<file path="src/rtl/axi4_lite_master_q.sv">
// Queued AXI4-Lite master with per-direction command FIFOs and independent read/write engines.
// Optional statistics counters are enabled by defining AXIM_STATS_EN.
module axi4_lite_master_q #(
  parameter int ADDR_W    = 32,
  parameter int DATA_W    = 32,
  parameter int CMD_DEPTH = 4
) (
  input  logic                ACLK,
  input  logic                ARESETN,
  input  logic                wr_req_valid,
  output logic                wr_req_ready,
  input  logic [ADDR_W-1:0]   wr_req_addr,
  input  logic [DATA_W-1:0]   wr_req_data,
  input  logic [DATA_W/8-1:0] wr_req_strb,
  output logic                wr_rsp_valid,
  output logic [1:0]          wr_rsp_resp,
  input  logic                rd_req_valid,
  output logic                rd_req_ready,
  input  logic [ADDR_W-1:0]   rd_req_addr,
  output logic                rd_rsp_valid,
  output logic [DATA_W-1:0]   rd_rsp_data,
  output logic [1:0]          rd_rsp_resp,
  output logic [ADDR_W-1:0]   AWADDR,
  output logic                AWVALID,
  input  logic                AWREADY,
  output logic [DATA_W-1:0]   WDATA,
  output logic [DATA_W/8-1:0] WSTRB,
  output logic                WVALID,
  input  logic                WREADY,
  input  logic [1:0]          BRESP,
  input  logic                BVALID,
  output logic                BREADY,
  output logic [ADDR_W-1:0]   ARADDR,
  output logic                ARVALID,
  input  logic                ARREADY,
  input  logic [DATA_W-1:0]   RDATA,
  input  logic [1:0]          RRESP,
  input  logic                RVALID,
  output logic                RREADY
`ifdef AXIM_STATS_EN
  , output logic [15:0]       wr_count
  , output logic [15:0]       rd_count
  , output logic [15:0]       err_count
`endif
);

  localparam int PW = $clog2(CMD_DEPTH);
  localparam int SW = DATA_W / 8;

  typedef enum logic [1:0] {W_IDLE, W_SEND, W_RESP} w_state_t;
  typedef enum logic [1:0] {R_IDLE, R_ADDR, R_DATA} r_state_t;

  logic [ADDR_W-1:0] wf_addr [CMD_DEPTH];
  logic [DATA_W-1:0] wf_data [CMD_DEPTH];
  logic [SW-1:0]     wf_strb [CMD_DEPTH];
  logic [ADDR_W-1:0] rf_addr [CMD_DEPTH];
  logic [PW:0]       wf_wptr, wf_rptr, wf_wptr_n, wf_rptr_n;
  logic [PW:0]       rf_wptr, rf_rptr, rf_wptr_n, rf_rptr_n;
  logic              wf_push, wf_pop, wf_empty, wf_full_n;
  logic              rf_push, rf_pop, rf_empty, rf_full_n;

  // Ready is registered from the post-update pointers, so it reflects this cycle's push/pop.
  assign wf_push   = wr_req_valid && wr_req_ready;
  assign rf_push   = rd_req_valid && rd_req_ready;
  assign wf_empty  = (wf_wptr == wf_rptr);
  assign rf_empty  = (rf_wptr == rf_rptr);
  assign wf_wptr_n = wf_wptr + (PW+1)'(wf_push);
  assign wf_rptr_n = wf_rptr + (PW+1)'(wf_pop);
  assign rf_wptr_n = rf_wptr + (PW+1)'(rf_push);
  assign rf_rptr_n = rf_rptr + (PW+1)'(rf_pop);
  assign wf_full_n = (wf_wptr_n[PW] != wf_rptr_n[PW]) && (wf_wptr_n[PW-1:0] == wf_rptr_n[PW-1:0]);
  assign rf_full_n = (rf_wptr_n[PW] != rf_rptr_n[PW]) && (rf_wptr_n[PW-1:0] == rf_rptr_n[PW-1:0]);

  always_ff @(posedge ACLK or negedge ARESETN) begin
    if (!ARESETN) begin
      wf_wptr      <= '0;
      wf_rptr      <= '0;
      rf_wptr      <= '0;
      rf_rptr      <= '0;
      wr_req_ready <= 1'b0;
      rd_req_ready <= 1'b0;
    end else begin
      wf_wptr      <= wf_wptr_n;
      wf_rptr      <= wf_rptr_n;
      rf_wptr      <= rf_wptr_n;
      rf_rptr      <= rf_rptr_n;
      wr_req_ready <= !wf_full_n;
      rd_req_ready <= !rf_full_n;
    end
  end

  always_ff @(posedge ACLK) begin
    if (wf_push) begin
      wf_addr[wf_wptr[PW-1:0]] <= wr_req_addr;
      wf_data[wf_wptr[PW-1:0]] <= wr_req_data;
      wf_strb[wf_wptr[PW-1:0]] <= wr_req_strb;
    end
    if (rf_push) rf_addr[rf_wptr[PW-1:0]] <= rd_req_addr;
  end

  // Write engine
  w_state_t    w_state, w_state_n;
  logic        aw_pend, w_pend;
  logic        awvalid_d, wvalid_d, bready_d, wr_rsp_valid_d;
  logic [1:0]  wr_rsp_resp_d;

  assign aw_pend = AWVALID && !AWREADY;
  assign w_pend  = WVALID && !WREADY;

  always_comb begin
    w_state_n = w_state;
    case (w_state)
      W_IDLE:  if (!wf_empty) w_state_n = W_SEND;
      W_SEND:  if (!aw_pend && !w_pend) w_state_n = W_RESP;
      W_RESP:  if (BVALID && BREADY) w_state_n = W_IDLE;
      default: w_state_n = W_IDLE;
    endcase
  end

  always_comb begin
    wf_pop         = 1'b0;
    awvalid_d      = AWVALID;
    wvalid_d       = WVALID;
    bready_d       = BREADY;
    wr_rsp_valid_d = 1'b0;
    wr_rsp_resp_d  = wr_rsp_resp;
    case (w_state)
      W_IDLE: if (!wf_empty) begin
        wf_pop    = 1'b1;
        awvalid_d = 1'b1;
        wvalid_d  = 1'b1;
      end
      W_SEND: begin
        awvalid_d = aw_pend;
        wvalid_d  = w_pend;
        if (!aw_pend && !w_pend) bready_d = 1'b1;
      end
      W_RESP: if (BVALID && BREADY) begin
        wr_rsp_valid_d = 1'b1;
        wr_rsp_resp_d  = BRESP;
        bready_d       = 1'b0;
      end
      default: ;
    endcase
  end

  always_ff @(posedge ACLK or negedge ARESETN) begin
    if (!ARESETN) begin
      w_state      <= W_IDLE;
      AWVALID      <= 1'b0;
      WVALID       <= 1'b0;
      BREADY       <= 1'b0;
      AWADDR       <= '0;
      WDATA        <= '0;
      WSTRB        <= '0;
      wr_rsp_valid <= 1'b0;
      wr_rsp_resp  <= 2'b00;
    end else begin
      w_state      <= w_state_n;
      AWVALID      <= awvalid_d;
      WVALID       <= wvalid_d;
      BREADY       <= bready_d;
      wr_rsp_valid <= wr_rsp_valid_d;
      wr_rsp_resp  <= wr_rsp_resp_d;
      if (wf_pop) begin
        AWADDR <= wf_addr[wf_rptr[PW-1:0]];
        WDATA  <= wf_data[wf_rptr[PW-1:0]];
        WSTRB  <= wf_strb[wf_rptr[PW-1:0]];
      end
    end
  end

  // Read engine
  r_state_t    r_state, r_state_n;
  logic        arvalid_d, rready_d, rd_rsp_valid_d;
  logic [1:0]  rd_rsp_resp_d;
  logic [DATA_W-1:0] rd_rsp_data_d;

  always_comb begin
    r_state_n = r_state;
    case (r_state)
      R_IDLE:  if (!rf_empty) r_state_n = R_ADDR;
      R_ADDR:  if (ARREADY) r_state_n = R_DATA;
      R_DATA:  if (RVALID && RREADY) r_state_n = R_IDLE;
      default: r_state_n = R_IDLE;
    endcase
  end

  always_comb begin
    rf_pop         = 1'b0;
    arvalid_d      = ARVALID;
    rready_d       = RREADY;
    rd_rsp_valid_d = 1'b0;
    rd_rsp_resp_d  = rd_rsp_resp;
    rd_rsp_data_d  = rd_rsp_data;
    case (r_state)
      R_IDLE: if (!rf_empty) begin
        rf_pop    = 1'b1;
        arvalid_d = 1'b1;
      end
      R_ADDR: if (ARREADY) begin
        arvalid_d = 1'b0;
        rready_d  = 1'b1;
      end
      R_DATA: if (RVALID && RREADY) begin
        rd_rsp_valid_d = 1'b1;
        rd_rsp_resp_d  = RRESP;
        rd_rsp_data_d  = RDATA;
        rready_d       = 1'b0;
      end
      default: ;
    endcase
  end

  always_ff @(posedge ACLK or negedge ARESETN) begin
    if (!ARESETN) begin
      r_state      <= R_IDLE;
      ARVALID      <= 1'b0;
      ARADDR       <= '0;
      RREADY       <= 1'b0;
      rd_rsp_valid <= 1'b0;
      rd_rsp_resp  <= 2'b00;
      rd_rsp_data  <= '0;
    end else begin
      r_state      <= r_state_n;
      ARVALID      <= arvalid_d;
      RREADY       <= rready_d;
      rd_rsp_valid <= rd_rsp_valid_d;
      rd_rsp_resp  <= rd_rsp_resp_d;
      rd_rsp_data  <= rd_rsp_data_d;
      if (rf_pop) ARADDR <= rf_addr[rf_rptr[PW-1:0]];
    end
  end

`ifdef AXIM_STATS_EN
  // Counters advance on the same edge that raises the response pulse, saturating at all-ones.
  logic [1:0] err_inc;
  assign err_inc = 2'(wr_rsp_valid_d && wr_rsp_resp_d[1]) + 2'(rd_rsp_valid_d && rd_rsp_resp_d[1]);

  function automatic logic [15:0] sat_add(input logic [15:0] c, input logic [1:0] inc);
    logic [16:0] s;
    s = 17'(c) + 17'(inc);
    return s[16] ? 16'hFFFF : s[15:0];
  endfunction

  always_ff @(posedge ACLK or negedge ARESETN) begin
    if (!ARESETN) begin
      wr_count  <= '0;
      rd_count  <= '0;
      err_count <= '0;
    end else begin
      wr_count  <= sat_add(wr_count, 2'(wr_rsp_valid_d));
      rd_count  <= sat_add(rd_count, 2'(rd_rsp_valid_d));
      err_count <= sat_add(err_count, err_inc);
    end
  end
`endif

endmodule

</file>
<file path="config.mk">
export PLATFORM = sky130hd
export DESIGN_NAME = axi4_lite_master_q
export DESIGN_NICKNAME = d
export VERILOG_FILES = /design/src/rtl/axi4_lite_master_q.sv
export SDC_FILE = /design/constraint.sdc
export NUM_CORES = 1
export LEC_CHECK = 0
export CORE_MARGIN = 1
export CORE_UTILIZATION = 45
export CTS_CLUSTER_SIZE = 16
export DETAILED_ROUTE_END_ITERATION = 10
export PLACE_DENSITY_LB_ADDON = 0.12
export SYNTH_ARGS = -nofsm -noshare
export SYNTH_HDL_FRONTEND = slang
export SYNTH_SLANG_ARGS = --single-unit
</file>
<file path="constraint.sdc">
create_clock -name ACLK -period 7.15 [get_ports ACLK]
set_input_delay 1.43 -clock ACLK [delete_from_list [all_inputs] [get_ports ACLK]]
set_output_delay 1.43 -clock ACLK [all_outputs]
set_load 0.02 [all_outputs]
</file>
==> run_results.csv <==
group,metric,value,unit
outcome,status,"complete, no violations",
synth,synth_edf_count,400,
synth,syn_avg_cell_area,22.5,um^2
synth,synth_flop_cell,"edfxtp_1",
floorplan,coreArea,45300,um^2
cells_and_area,area_growth,26.7,%
worst_setup_path,worst_ep_required_time,7.37,ns
worst_setup_path,critPathMaxFanout,44,
sta,finalWorstSetupSlack,4.01,ns
routing,totalWireLength,41300,um
clock_network,cts_resized,0,
global_route,grt_pass1_vias,10500,
floorplan,ios,290,
sta,max_slew_margin,26.8,%
synth,yosys_warnings,0,
worst_setup_path,reg2reg_slack,4.13,ns
synth,synth_fp_nets,1071,
synth,synth.distinct_cells,33,
synth,ys_top_cells_by_area,"edfxtp_1 (58%), dfrtp_1 (20%), mux4_2 (11%), mux2_2 (7.0%), xor2_1 (0.59%)",
routing,via_per_inst,5.21,
sta,fin_crit,3.14,ns
global_route,grt_use_total,18.0,%
synth,async_flop_share,28.7,%
cells_and_area,multi_input_area,4370,um^2
routing,wl_per_cell,21.8,um
global_route,overflow,0,
clock_network,clk_pin_slew,0.06,ns
cells_and_area,seq_area,16000,um^2
sta,tns,0,ns
synth,synth-seq-area-share,77.7,%
worst_setup_path,worstPathArrival,3.36,ns
synth,syn-cell-area,20600,um^2
floorplan,dieArea,46700,um^2
placed_design,place_ws,3.37,ns
sta,slew_viol_final,0,
floorplan,fp-row-count,78,
cells_and_area,fillers,3429,
clock_network,cts_tree,"done",
synth,synth_top_cell_by_area,"edfxtp_1",
flow_run,max_cap_viol_count,0,
worst_setup_path,r2r_start,"wf_rptr[0]",
worst_setup_path,endpoint_kind,"register",
cells_and_area,diodes,0,
worst_setup_path,start_kind,"input port",
worst_setup_path,ff2ff_path_depth,4,
clock_network,numCtsBuffers,56,
synth,ys_ff_latch,561,
cells_and_area,nNetsFinal,1399,
sta,finalHoldViolations,0,
clock_network,cts-root-buf,"clkbuf_16",
sta,finalCritPeriodShare,43.9,%
sta,setup_viol,0,
sta,finClkSkew,0.0175,ns
synth,synth_top_area_share,58.2,%
worst_setup_path,critical_path_class,"input port to register",
sta,rsz0062_at_grt,"no",
worst_hold_path,holdCritStartpoint,"ARADDR[7]",
placed_design,gp_congestion,0.723,
clock_network,clkSinkCount,561,
routing,first_pass_iters,5,
routing,drc,0,
cells_and_area,drive_gt1_share,26.8,%
floorplan,die_w,216,um
floorplan,start_util,45.6,%
worst_hold_path,hold_path_class,"register to register",
global_route,antenna_found_initial,3,
sta,fmax,319,MHz
synth,synth_cells,918,
routing,postRouteAntennaNets,0,
clock_network,clockBufferDepth,3,
pwr,p_leak,9.25,nW
clock_network,clkLatencyLatePin,0.59,ns
floorplan,die_h,216,um
worst_hold_path,hold_end,"ARADDR[7]",
sta,tightestPinTransition,1.10,ns
worst_hold_path,hold_depth,1,
global_route,grt_max_degree,128,
placed_design,post-dp-hpwl,24500,um
clock_network,hold_buffers,0,
pwr,p_per_area,456,nW/um^2
pwr,max-vdd-ir-drop,0.277,mV
routing,drt_iter0_drc,518,
worst_setup_path,r2r_end,"WDATA[6]",
clock_network,cts_setup_buffers,0,
routing,vias,9866,
placed_design,io_buffers,289,
clock_network,htree_levels,2,
global_route,grt_pass1_wl,63500,um
## layer usage
metal	global-route usage (%)	share of wire (%)	up-vias	wire length (um)
met4	4.60	1.6	6	658
met2	28.0	47	278	19600
met1	25.8	45	5173	18700
li1	-	-	4351	-
met5	0	0.082	-	34
met3	4.29	5.7	58	2340
## final cells by class
| type | instances | area share (%) |
|---|---|---|
| flip-flops and latches | 561 | 61.4 |
| inverters | 9 | 0.129 |
| multi-input cells | 310 | 16.7 |
| clock buffers | 77 | 5.98 |
| clock inverters | 28 | 1.22 |
| well taps | 600 | 2.87 |
| repair buffers | 308 | 11.7 |
## worst max-delay path by stage
stage,start,to,slack [ns]
finish,wr_req_valid,wf_data[2][5],4.01
global route,wr_req_valid,wf_addr[2][10],3.89
CTS,RREADY,RREADY,3.98
detailed placement,wr_req_valid,wf_addr[2][0],3.37
global placement,wr_req_valid,wf_addr[2][0],3.35
floorplan,wr_req_valid,wf_addr[2][0],0.03
## worst max-delay path, stage by stage
cell	delay (ns)
clkdlybuf4s50_1	0.49
nand2_1	0.15
nor3b_2	0.22
buf_4	0.38
buf_4	0.63
## through the flow
step / power [mW] / utilization, % / hold WS [ns] / instances / instance area (um^2)
2_1_floorplan: 7.52 / - / 0.487 / 918 / 20600
3_3_place_gp: 9.03 / 53.6 / 0.474 / 1788 / 24300
3_5_place_dp: 9.10 / 53.6 / 0.486 / 1788 / 24300
4_1_cts: 12.1 / 57.7 / 0.495 / 1893 / 26100
5_1_grt: 12.5 / 57.7 / 0.507 / 1893 / 26100
6_report: 11.9 / 57.7 / 0.488 / 1893 / 26100
## cells in the final DEF (no fill, tap or decap), drive strengths merged
| cell | netlist | layout |
|---|---|---|
| clkinv | 0 | 21 |
| buf | 29 | 20 |
| nor3 | 2 | 2 |
| a21boi | 2 | 2 |
| o21ai | 2 | 2 |
| clkdlybuf4s50 | 0 | 288 |
| nor3b | 4 | 4 |
| ha | 8 | 8 |
| a21oi | 4 | 4 |
| a21bo | 1 | 1 |
| dfrtp | 161 | 161 |
| o31ai | 3 | 3 |
| nor2b | 1 | 1 |
| clkbuf | 9 | 77 |
| or3 | 3 | 3 |
| inv | 9 | 9 |
| nor4 | 2 | 2 |
| nor2 | 5 | 5 |
| nand2 | 10 | 10 |
| mux2 | 136 | 136 |
| a311oi | 1 | 1 |
| xor2 | 14 | 14 |
| a211oi | 1 | 1 |
| and3 | 2 | 2 |
| a31oi | 1 | 1 |
| mux4 | 100 | 100 |
| xnor2 | 2 | 2 |
| nand2b | 4 | 4 |
| edfxtp | 400 | 400 |
| bufinv | 0 | 7 |
| nand4 | 1 | 1 |
| nand4b | 1 | 1 |
## report_power, final
part           switching [mW]  internal [mW]
clock                    1.19           1.78
sequential              0.436           4.46
combinational            1.96           2.09
## cells by family after synthesis
logic type	after synthesis	synth area share, %
compound gates	15	0.619
xor+xnor	16	0.679
fa+ha+maj	8	0.485
buf+inv	47	1.24
flops	561	77.7
mux	236	18.3
simple gates	35	0.904
## state kept, by name (all words and copies together) (netlist names), 16 cells and up
signal,count
wf_data,128
rf_addr,128
wf_addr,128
ARADDR,32
AWADDR,32
WDATA,32
wf_strb,16
rd_rsp_data,32
## synthesized netlist by cell type, drive strengths merged (5+ instances only)
cell    count
inv         9
mux4      100
nor2        5
nand2      10
mux2      136
clkbuf      9
xor2       14
ha          8
edfxtp    400
buf        29
dfrtp     161
(Power assumes the default switching activity.)
